$ cat src/rtl/demux16_lane_loader_if.sv
// Bus bundle for the 16-lane loader: sample/lane-select inputs, lane outputs and status.
interface demux16_lane_loader_if #(
    parameter int WIDTH = 1
);
    logic [WIDTH-1:0]    din;
    logic [3:0]          sel;
    logic                load;
    logic                auto_en;
    logic                clr;
    logic [16*WIDTH-1:0] dout;
    logic [15:0]         lane_valid;
    logic [3:0]          cur_lane;
    logic                frame_done;
    logic                full;

    modport master (
        output din, sel, load, auto_en, clr,
        input  dout, lane_valid, cur_lane, frame_done, full
    );

    modport slave (
        input  din, sel, load, auto_en, clr,
        output dout, lane_valid, cur_lane, frame_done, full
    );
endinterface

$ cat src/rtl/demux16_lane_loader.sv
// 1-to-16 registered demultiplexer with occupancy tracking and frame-complete pulse.
//
// state    | meaning
// ---------+----------------------------------------------------------
// EMPTY    | no lane written since reset/clear
// FILLING  | some lanes written, frame not yet complete
// FULL     | all 16 lanes valid; manual loads overwrite, auto load restarts
module demux16_lane_loader #(
    parameter int WIDTH = 1
) (
    input logic                 clk,
    input logic                 rst_n,
    demux16_lane_loader_if.slave bus
);
    typedef enum logic [1:0] {
        ST_EMPTY   = 2'd0,
        ST_FILLING = 2'd1,
        ST_FULL    = 2'd2
    } state_t;

    state_t              state_q,      state_d;
    logic [16*WIDTH-1:0] dout_q,       dout_d;
    logic [15:0]         lane_valid_q, lane_valid_d;
    logic [3:0]          cur_lane_q,   cur_lane_d;
    logic                frame_done_q, frame_done_d;
    logic                full_q,       full_d;

    logic [3:0]          lane_sel;
    logic [15:0]         lane_onehot;
    logic [15:0]         valid_merged;

    // Target lane: round-robin counter in auto mode, explicit select otherwise.
    always_comb begin
        lane_sel     = bus.auto_en ? cur_lane_q : bus.sel;
        lane_onehot  = 16'(1) << lane_sel;
        valid_merged = lane_valid_q | lane_onehot;
    end

    // Next-state: clear dominates load; FULL handles auto restart vs manual overwrite.
    always_comb begin
        state_d      = state_q;
        dout_d       = dout_q;
        lane_valid_d = lane_valid_q;
        cur_lane_d   = cur_lane_q;
        frame_done_d = 1'b0;

        if (bus.clr) begin
            state_d      = ST_EMPTY;
            lane_valid_d = 16'h0000;
            cur_lane_d   = 4'd0;
        end else if (bus.load) begin
            dout_d[int'(lane_sel)*WIDTH +: WIDTH] = bus.din;
            if (bus.auto_en) begin
                cur_lane_d = cur_lane_q + 4'd1;
            end
            case (state_q)
                ST_EMPTY, ST_FILLING: begin
                    lane_valid_d = valid_merged;
                    if (&valid_merged) begin
                        state_d      = ST_FULL;
                        frame_done_d = 1'b1;
                    end else begin
                        state_d = ST_FILLING;
                    end
                end
                ST_FULL: begin
                    if (bus.auto_en) begin
                        lane_valid_d = lane_onehot;
                        state_d      = ST_FILLING;
                    end
                end
                default: begin
                    state_d      = ST_EMPTY;
                    lane_valid_d = 16'h0000;
                end
            endcase
        end
        full_d = (state_d == ST_FULL);
    end

    // State and registered outputs.
    always_ff @(posedge clk or negedge rst_n) begin
        if (!rst_n) begin
            state_q      <= ST_EMPTY;
            dout_q       <= '0;
            lane_valid_q <= 16'h0000;
            cur_lane_q   <= 4'd0;
            frame_done_q <= 1'b0;
            full_q       <= 1'b0;
        end else begin
            state_q      <= state_d;
            dout_q       <= dout_d;
            lane_valid_q <= lane_valid_d;
            cur_lane_q   <= cur_lane_d;
            frame_done_q <= frame_done_d;
            full_q       <= full_d;
        end
    end

    assign bus.dout       = dout_q;
    assign bus.lane_valid = lane_valid_q;
    assign bus.cur_lane   = cur_lane_q;
    assign bus.frame_done = frame_done_q;
    assign bus.full       = full_q;
endmodule

$ cat src/flat_wrapper.sv
// flat-port wrapper written by rule: the top's interface ports become plain ports
module demux16_lane_loader_flat 
#(
    parameter int WIDTH = 1
)
  (clk, rst_n, bus_din, bus_sel, bus_load, bus_auto_en, bus_clr, bus_dout, bus_lane_valid, bus_cur_lane, bus_frame_done, bus_full);
  demux16_lane_loader_if #(.WIDTH(WIDTH)) bus_i ();
  input logic clk;
  input logic rst_n;
  input wire logic [$bits(bus_i.din)-1:0] bus_din;
  input wire logic [$bits(bus_i.sel)-1:0] bus_sel;
  input wire logic [$bits(bus_i.load)-1:0] bus_load;
  input wire logic [$bits(bus_i.auto_en)-1:0] bus_auto_en;
  input wire logic [$bits(bus_i.clr)-1:0] bus_clr;
  output wire logic [$bits(bus_i.dout)-1:0] bus_dout;
  output wire logic [$bits(bus_i.lane_valid)-1:0] bus_lane_valid;
  output wire logic [$bits(bus_i.cur_lane)-1:0] bus_cur_lane;
  output wire logic [$bits(bus_i.frame_done)-1:0] bus_frame_done;
  output wire logic [$bits(bus_i.full)-1:0] bus_full;
  assign bus_i.din = bus_din;
  assign bus_i.sel = bus_sel;
  assign bus_i.load = bus_load;
  assign bus_i.auto_en = bus_auto_en;
  assign bus_i.clr = bus_clr;
  assign bus_dout = bus_i.dout;
  assign bus_lane_valid = bus_i.lane_valid;
  assign bus_cur_lane = bus_i.cur_lane;
  assign bus_frame_done = bus_i.frame_done;
  assign bus_full = bus_i.full;
  demux16_lane_loader #(.WIDTH(WIDTH)) u_core (.clk(clk), .rst_n(rst_n), .bus(bus_i));
endmodule
$ cat config.mk
export PLATFORM = sky130hd
export DESIGN_NAME = demux16_lane_loader_flat
export DESIGN_NICKNAME = d
export VERILOG_FILES = /design/src/rtl/demux16_lane_loader_if.sv /design/src/rtl/demux16_lane_loader.sv /design/src/flat_wrapper.sv
export SDC_FILE = /design/constraint.sdc
export NUM_CORES = 1
export LEC_CHECK = 0
export CAP_MARGIN = 20
export CELL_PAD_IN_SITES_DETAIL_PLACEMENT = 0
export CELL_PAD_IN_SITES_GLOBAL_PLACEMENT = 1
export CORE_MARGIN = 2
export CORE_UTILIZATION = 35
export DETAILED_ROUTE_END_ITERATION = 8
export PLACE_DENSITY = 0.78
export SLEW_MARGIN = 20
export SYNTH_ARGS = -nofsm -noshare
export SYNTH_HDL_FRONTEND = slang
export SYNTH_SLANG_ARGS = --single-unit
$ cat constraint.sdc
create_clock -name clk -period 6.4 [get_ports clk]
set_clock_uncertainty 0.1 [all_clocks]
set_input_delay 0.96 -clock clk [delete_from_list [all_inputs] [get_ports clk]]
set_output_delay 0.96 -clock clk [all_outputs]
set_load 0.02 [all_outputs]
==> results of run 1 <==
-- cell families (layout without fill, tap and decap cells) --
family / count (synthesis) / in the layout / share of synthesized area [%]
and+or+nand+nor: 70 / 70 / 15.3
AOI/OAI and AO/OA: 55 / 55 / 20.4
DFF: 40 / 40 / 44.9
buffers and inverters: 19 / 62 / 4.15
muxes: 17 / 17 / 9.99
adders and majority gates: 8 / 8 / 4.49
xor gates and xnor gates: 2 / 2 / 0.786
-- state kept, by name, indices dropped and copies added (netlist names) --
name and cells:
u_core.bus.dout 16, u_core.bus.lane_valid 16, u_core.bus.cur_lane 4, u_core.state_q 2, u_core.bus.frame_done 1, u_core.bus.full 1
-- area by class of cell --
| cell class | instances | area (µm²) | share of cell area (%) |
|---|---|---|---|
| Multi-Input combinational cell | 152 | 1140 | 40.4 |
| Tap cell | 77 | 96.3 | 3.41 |
| Clock inverter | 2 | 10.0 | 0.354 |
| Timing Repair Buffer | 47 | 465 | 16.5 |
| Clock buffer | 6 | 82.6 | 2.92 |
| Inverter | 7 | 28.8 | 1.02 |
| Sequential cell | 40 | 1000 | 35.4 |
-- cells in the final DEF, fill, tap and decap left out, types with 2 or more instances in the layout --
cell | synthesis | final
mux2_4 | 5 | 5
nand3_1 | 10 | 10
nor2_1 | 17 | 17
nand2b_1 | 3 | 3
a21oi_2 | 1 | 2
nor3_1 | 2 | 2
a22o_1 | 6 | 6
clkbuf_8 | 0 | 6
inv_1 | 6 | 6
or3_1 | 2 | 2
nand4_1 | 9 | 9
o21ai_0 | 7 | 7
o21a_1 | 2 | 2
o211ai_1 | 3 | 3
clkdlybuf4s50_1 | 0 | 46
a21oi_1 | 6 | 5
dfrtp_1 | 40 | 40
mux2_2 | 9 | 9
clkinv_2 | 0 | 2
nand2_1 | 20 | 20
xor2_1 | 2 | 2
a32o_1 | 12 | 12
ha_1 | 8 | 8
nor2b_1 | 2 | 2
a31o_2 | 3 | 3
o41ai_1 | 3 | 3
-- power breakdown --
part	leakage [nW]	internal [W]	switching [W]
clock network	0.0510	0.0000862	0.0000892
logic	0.587	0.0000536	0.0000742
registers	0.552	0.000266	0.0000101
total	1.19	0.000406	0.000173
-- layer usage --
metal / routed length (µm) / vias up / track usage, %
li1: - / 874 / -
met1: 2510 / 895 / 22.8
met2: 2410 / 38 / 24.5
met3: 187 / 2 / 3.36
met4: 19 / 0 / 2.64
met5: 0 / - / 0
-- per-stage QoR --
stage          cell area (µm²)  setup slack (ns)  hold slack [ns]  utilization [%]  cells
4_1_cts                   2820              2.23            0.421             45.2    331
2_1_floorplan             2230              3.26            0.509                -    211
5_1_grt                   2820              1.88            0.440             45.2    331
3_3_place_gp              2730              2.00            0.397             43.7    323
6_report                  2820              2.22            0.413             45.2    331
3_5_place_dp              2730              1.93            0.393             43.7    323
-- critical path, cell delays in order --
cell and delay, ns:
clkdlybuf4s50_1 0.79, mux2i_1 0.89, inv_1 0.34, nor2_1 0.18
ha_1 0.22, or3b_1 0.17, a311oi_4 0.06, and2_4 0.24
nand2_1 0.10, mux2_4 0.30
-- final timing paths --
path | from | to | slack, ns | depth (start not counted)
worst max-delay path | bus_auto_en | u_core.bus.dout[7]$_DFFE_PN0P_ | 2.22 | 10
worst min-delay path | u_core.bus.dout[13]$_DFFE_PN0P_ | u_core.bus.dout[13]$_DFFE_PN0P_ | 0.41 | 1
worst max register to register | u_core.bus.cur_lane[2]$_DFFE_PN0P_ | u_core.bus.dout[7]$_DFFE_PN0P_ | 3.35 | 9
worst min register to register | u_core.bus.dout[13]$_DFFE_PN0P_ | u_core.bus.dout[13]$_DFFE_PN0P_ | 0.41 | 1
max in group asynchronous | rst_n | u_core.bus.dout[12]$_DFFE_PN0P_ | 4.94 | 1
min in group asynchronous | rst_n | u_core.bus.lane_valid[4]$_DFFE_PN0P_ | 0.70 | 1
==> flow_metrics.tcl, run 1 <==
set metrics [dict create \
    status "completed" \
    post_cts_resized 0 \
    synth_cell_types 49 \
    start_util_pct 35.7 \
    slew_violations 0 \
    grt_pass1_wl_um 9140 \
    layout-drive-gt1-share_pct 14.2 \
    drc 0 \
    hpwl_um 3720 \
    hp-class "reg -> reg" \
    worstPathArrival_ns 4.26 \
    antenna_left 0 \
    fp.dieH_um 83.8 \
    syn-num-nets 229 \
    rsz0062_at_grt "no" \
    slew_headroom_pct 31.1 \
    synthFlopType "dfrtp_1" \
    async_reset_ff_share_pct 100 \
    io_buffers 47 \
    setup_tns_ns 0 \
    dieArea_um2 7020 \
    hold_violations 0 \
    fmax_ghz 0.239 \
    vias_per_cell 5.47 \
    critPathCaptureType "register" \
    grt_pass1_vias 1882 \
    first_pass_iters 4 \
    num_vias 1809 \
    clock-root-buffer "clkbuf_8" \
    synth_common_cells "dfrtp_1, nand2_1, nor2_1" \
    start_kind "input pin" \
    grt_max_degree 41 \
    h-tree-depth 2 \
    ir_drop_v 0.000137 \
    rows 29 \
    avgSynthCellArea_um2 10.6 \
    yosysMostFrequentCell "dfrtp_1" \
    syn_area_um2 2230 \
    routed_wl_um 5130 \
    antenna_found_initial 0 \
    gp_congestion 0.815 \
    num_antenna_cells 0 \
    synth_seq_cells 40 \
    n_fill_cell 613 \
    synth_top_area_share_pct 44.9 \
    clk_latency_ns 0.29 \
    io_pins 48 \
    worst-path-max-fanout 12 \
    ys_seq_area_share_pct 44.9 \
    synth-edff-count 0 \
    drt-initial-drc-count 103 \
    critPathRequiredTime_ns 6.48 \
    p_leak_nw 1.19 \
    yosys_warnings 0 \
    cts_setup_buffers 0 \
    syn_inst 211 \
    cts_sinks 40 \
    power_density_nw_per_um2 205 \
    drv_cap 0 \
    critPathKind "in -> reg" \
    grt_use_total_pct 15.7 \
    area_growth_pct 26.7 \
    yosys.area.top_type "dfrtp_1" \
    tritoncts "done" \
    finalCritPeriodShare_pct 65.3 \
    tightest_slew_ns 1.00 \
    core_area_um2 6240 \
    finalCriticalPeriod_ns 4.18 \
    clk_pin_slew_worst_paths_ns 0.08 \
    die_w_um 83.8 \
    cts_hold_repair.buffers 0 \
    power_w 0.000579 \
    synth_area_leaders "dfrtp_1, a32o_1, mux2_2, ha_1, mux2_4" \
    clockBufferDepth 2 \
    finalSetupViolCount 0 \
    grt-ovfl-total 0 \
    avgRoutedWirePerCell_um 15.5 \
    nets 271 \
    cts_buffers 5 \
]
No activity file was read; power rests on OpenSTA's default activity.
==> run 2: changes to the inputs <==
Settings changed: PLACE_DENSITY 0.78 to 0.81.
Clock period 6.4 ns to 3.68 ns, I/O delays scaled along.
==> run 2 against run 1 <==
Effect of this change: sequential share of layout area down 0.69 points; cell count up 2.4%; critical endpoint is now u_core.bus.dout[9]$_DFFE_PN0P_; flip-flop and latch count unchanged; register-to-register slack worse by 2.3 ns; via count up 4.5%; largest cell class unchanged; critical path depth unchanged; sequential power up 74%; combinational power up 81%; setup slack worse by 1.7 ns.
==> flow_metrics.tcl, run 2 (synthesis results as in run 1) <==
set metrics [dict create \
    start_util_pct 35.7 \
    num_antenna_cells 0 \
    ir_drop_v 0.000223 \
    h-tree-depth 2 \
    drc 0 \
    drt-initial-drc-count 135 \
    core_area_um2 6240 \
    critPathCaptureType "register" \
    clk_pin_slew_worst_paths_ns 0.08 \
    avgRoutedWirePerCell_um 15.3 \
    rsz0062_at_grt "no" \
    p_leak_nw 1.23 \
    first_pass_iters 4 \
    grt_pass1_wl_um 9240 \
    reg2reg_setup_slack_ns 1.09 \
    tightest_slew_ns 0.895 \
    slew_violations 0 \
    die_w_um 83.8 \
    final_area_um2 2880 \
    grt_pass1_vias 1868 \
    reg2reg_to "u_core.bus.dout[9]$_DFFE_PN0P_" \
    nets 279 \
    io_buffers 47 \
    crit_chain "clkdlybuf4s50_1 > mux2i_4 > nand2_1 > nor2_1 > ha_1 > or3b_1 > a311oi_4 > nand2_1 > nor2_1 > mux2_2" \
    critical_path.slowest_cell "clkdlybuf4s50_1" \
    dieArea_um2 7020 \
    post_cts_resized 0 \
    dpl_cell_area_um2 2790 \
    grt-ovfl-total 0 \
    power_density_nw_per_um2 352 \
    cts_setup_buffers 0 \
    start_kind "input pin" \
    antenna_left 0 \
    critPathKind "in -> reg" \
    slew_headroom_pct 40.4 \
    final_common_cell "clkdlybuf4s50_1" \
    r2r.worst_path.cells 9 \
    vias_per_cell 5.58 \
    critPathRequiredTime_ns 3.76 \
    fmax_ghz 0.313 \
    num_vias 1891 \
    status "completed" \
    finalCriticalPeriod_ns 3.20 \
    final_cell_mix "clkdlybuf4s50_1, dfrtp_1, nand2_1" \
    n_fill_cell 603 \
    io_pins 48 \
    hp-class "in -> async" \
    clock-root-buffer "clkbuf_8" \
    grt_max_degree 41 \
    antenna_found_initial 0 \
    cts_buffers 5 \
    cts_sinks 40 \
    grt_use_total_pct 15.9 \
    hold_violations 0 \
    area_growth_pct 29.2 \
    hpwl_um 3800 \
    worstPathArrival_ns 3.27 \
    clockBufferDepth 2 \
    finalSetupViolCount 0 \
    cts_hold_repair.buffers 0 \
    r2r_start "u_core.bus.cur_lane[0]$_DFFE_PN0P_" \
    setup_tns_ns 0 \
    routed_wl_um 5190 \
    clk_latency_ns 0.29 \
    finalCritPeriodShare_pct 86.8 \
    path_buf_inv 1 \
    rows 29 \
    drv_cap 0 \
    layout-drive-gt1-share_pct 16.4 \
    cp_top_family "simple AND/OR/NAND/NOR gates" \
    worst-path-max-fanout 9 \
    crit_start "bus_auto_en" \
    max_stage_delay_ns 0.63 \
    fp.dieH_um 83.8 \
    tritoncts "done" \
    gp_congestion 0.797 \
]
==> run 2: changes by cell type in the layout (fill, tap and decap cells not counted) <==
cell	before	now
buf_4	0	8
a21oi_1	5	6
a21oi_2	2	1
==> run 2: stage by stage <==
| stage | util [%] | hold slack (ns) | total power [W] | worst slack (ns) | cells |
|---|---|---|---|---|---|
| floorplan | - | 0.156 | 0.000622 | 0.949 | 211 |
| detailed placement | 44.7 | 0.394 | 0.000721 | 0.173 | 331 |
| CTS | 46.2 | 0.304 | 0.00103 | 0.487 | 339 |
| global route | 46.2 | 0.356 | 0.00107 | 0.322 | 339 |
| global placement | 44.7 | 0.397 | 0.000720 | 0.220 | 331 |
| finish | 46.2 | 0.272 | 0.00101 | 0.484 | 339 |
==> run 2: area by class of cell <==
cell class	count	area, µm²	share of cell area (%)
Clock buffer	6	82.6	2.87
Clock inverter	2	10.0	0.348
Inverter	7	28.8	0.999
Multi-Input combinational cell	152	1140	39.4
Sequential cell	40	1000	34.8
Tap cell	77	96.3	3.34
Timing Repair Buffer	55	526	18.2
==> run 2: report_power, final <==
group	internal, W	switching (W)	leakage, nW
Clock	0.000150	0.000152	0.0510
Combinational	0.000101	0.000131	0.626
Sequential	0.000462	0.0000172	0.552
==> run 2: how the worst max path moves through the flow <==
stage                                            to  cells after the start
floorplan            u_core.bus.dout[1]$_DFFE_PN0P_                     10
global placement    u_core.bus.dout[13]$_DFFE_PN0P_                     10
detailed placement   u_core.bus.dout[9]$_DFFE_PN0P_                     10
CTS                 u_core.bus.dout[13]$_DFFE_PN0P_                     10
global route            u_core.state_q[1]$_DFF_PN0_                      9
finish               u_core.bus.dout[9]$_DFFE_PN0P_                     10
==> run 2: metal layers <==
metal	vias up	part of all wire [%]	GRT usage, %
met5	-	0	0
met4	0	0.52	3.81
met3	4	4.6	3.66
met2	65	49	25.5
met1	933	46	22.0
li1	889	-	-
==> run 2: worst reg2reg max path, delay by kind of cell, from the launching register on <==
kind | cells | cell delay (ns)
DFF | 1 | 0.47
adders and majority gates | 1 | 0.19
muxes | 2 | 0.50
and+or+nand+nor | 5 | 0.89
AOI/OAI and AO/OA | 1 | 0.33
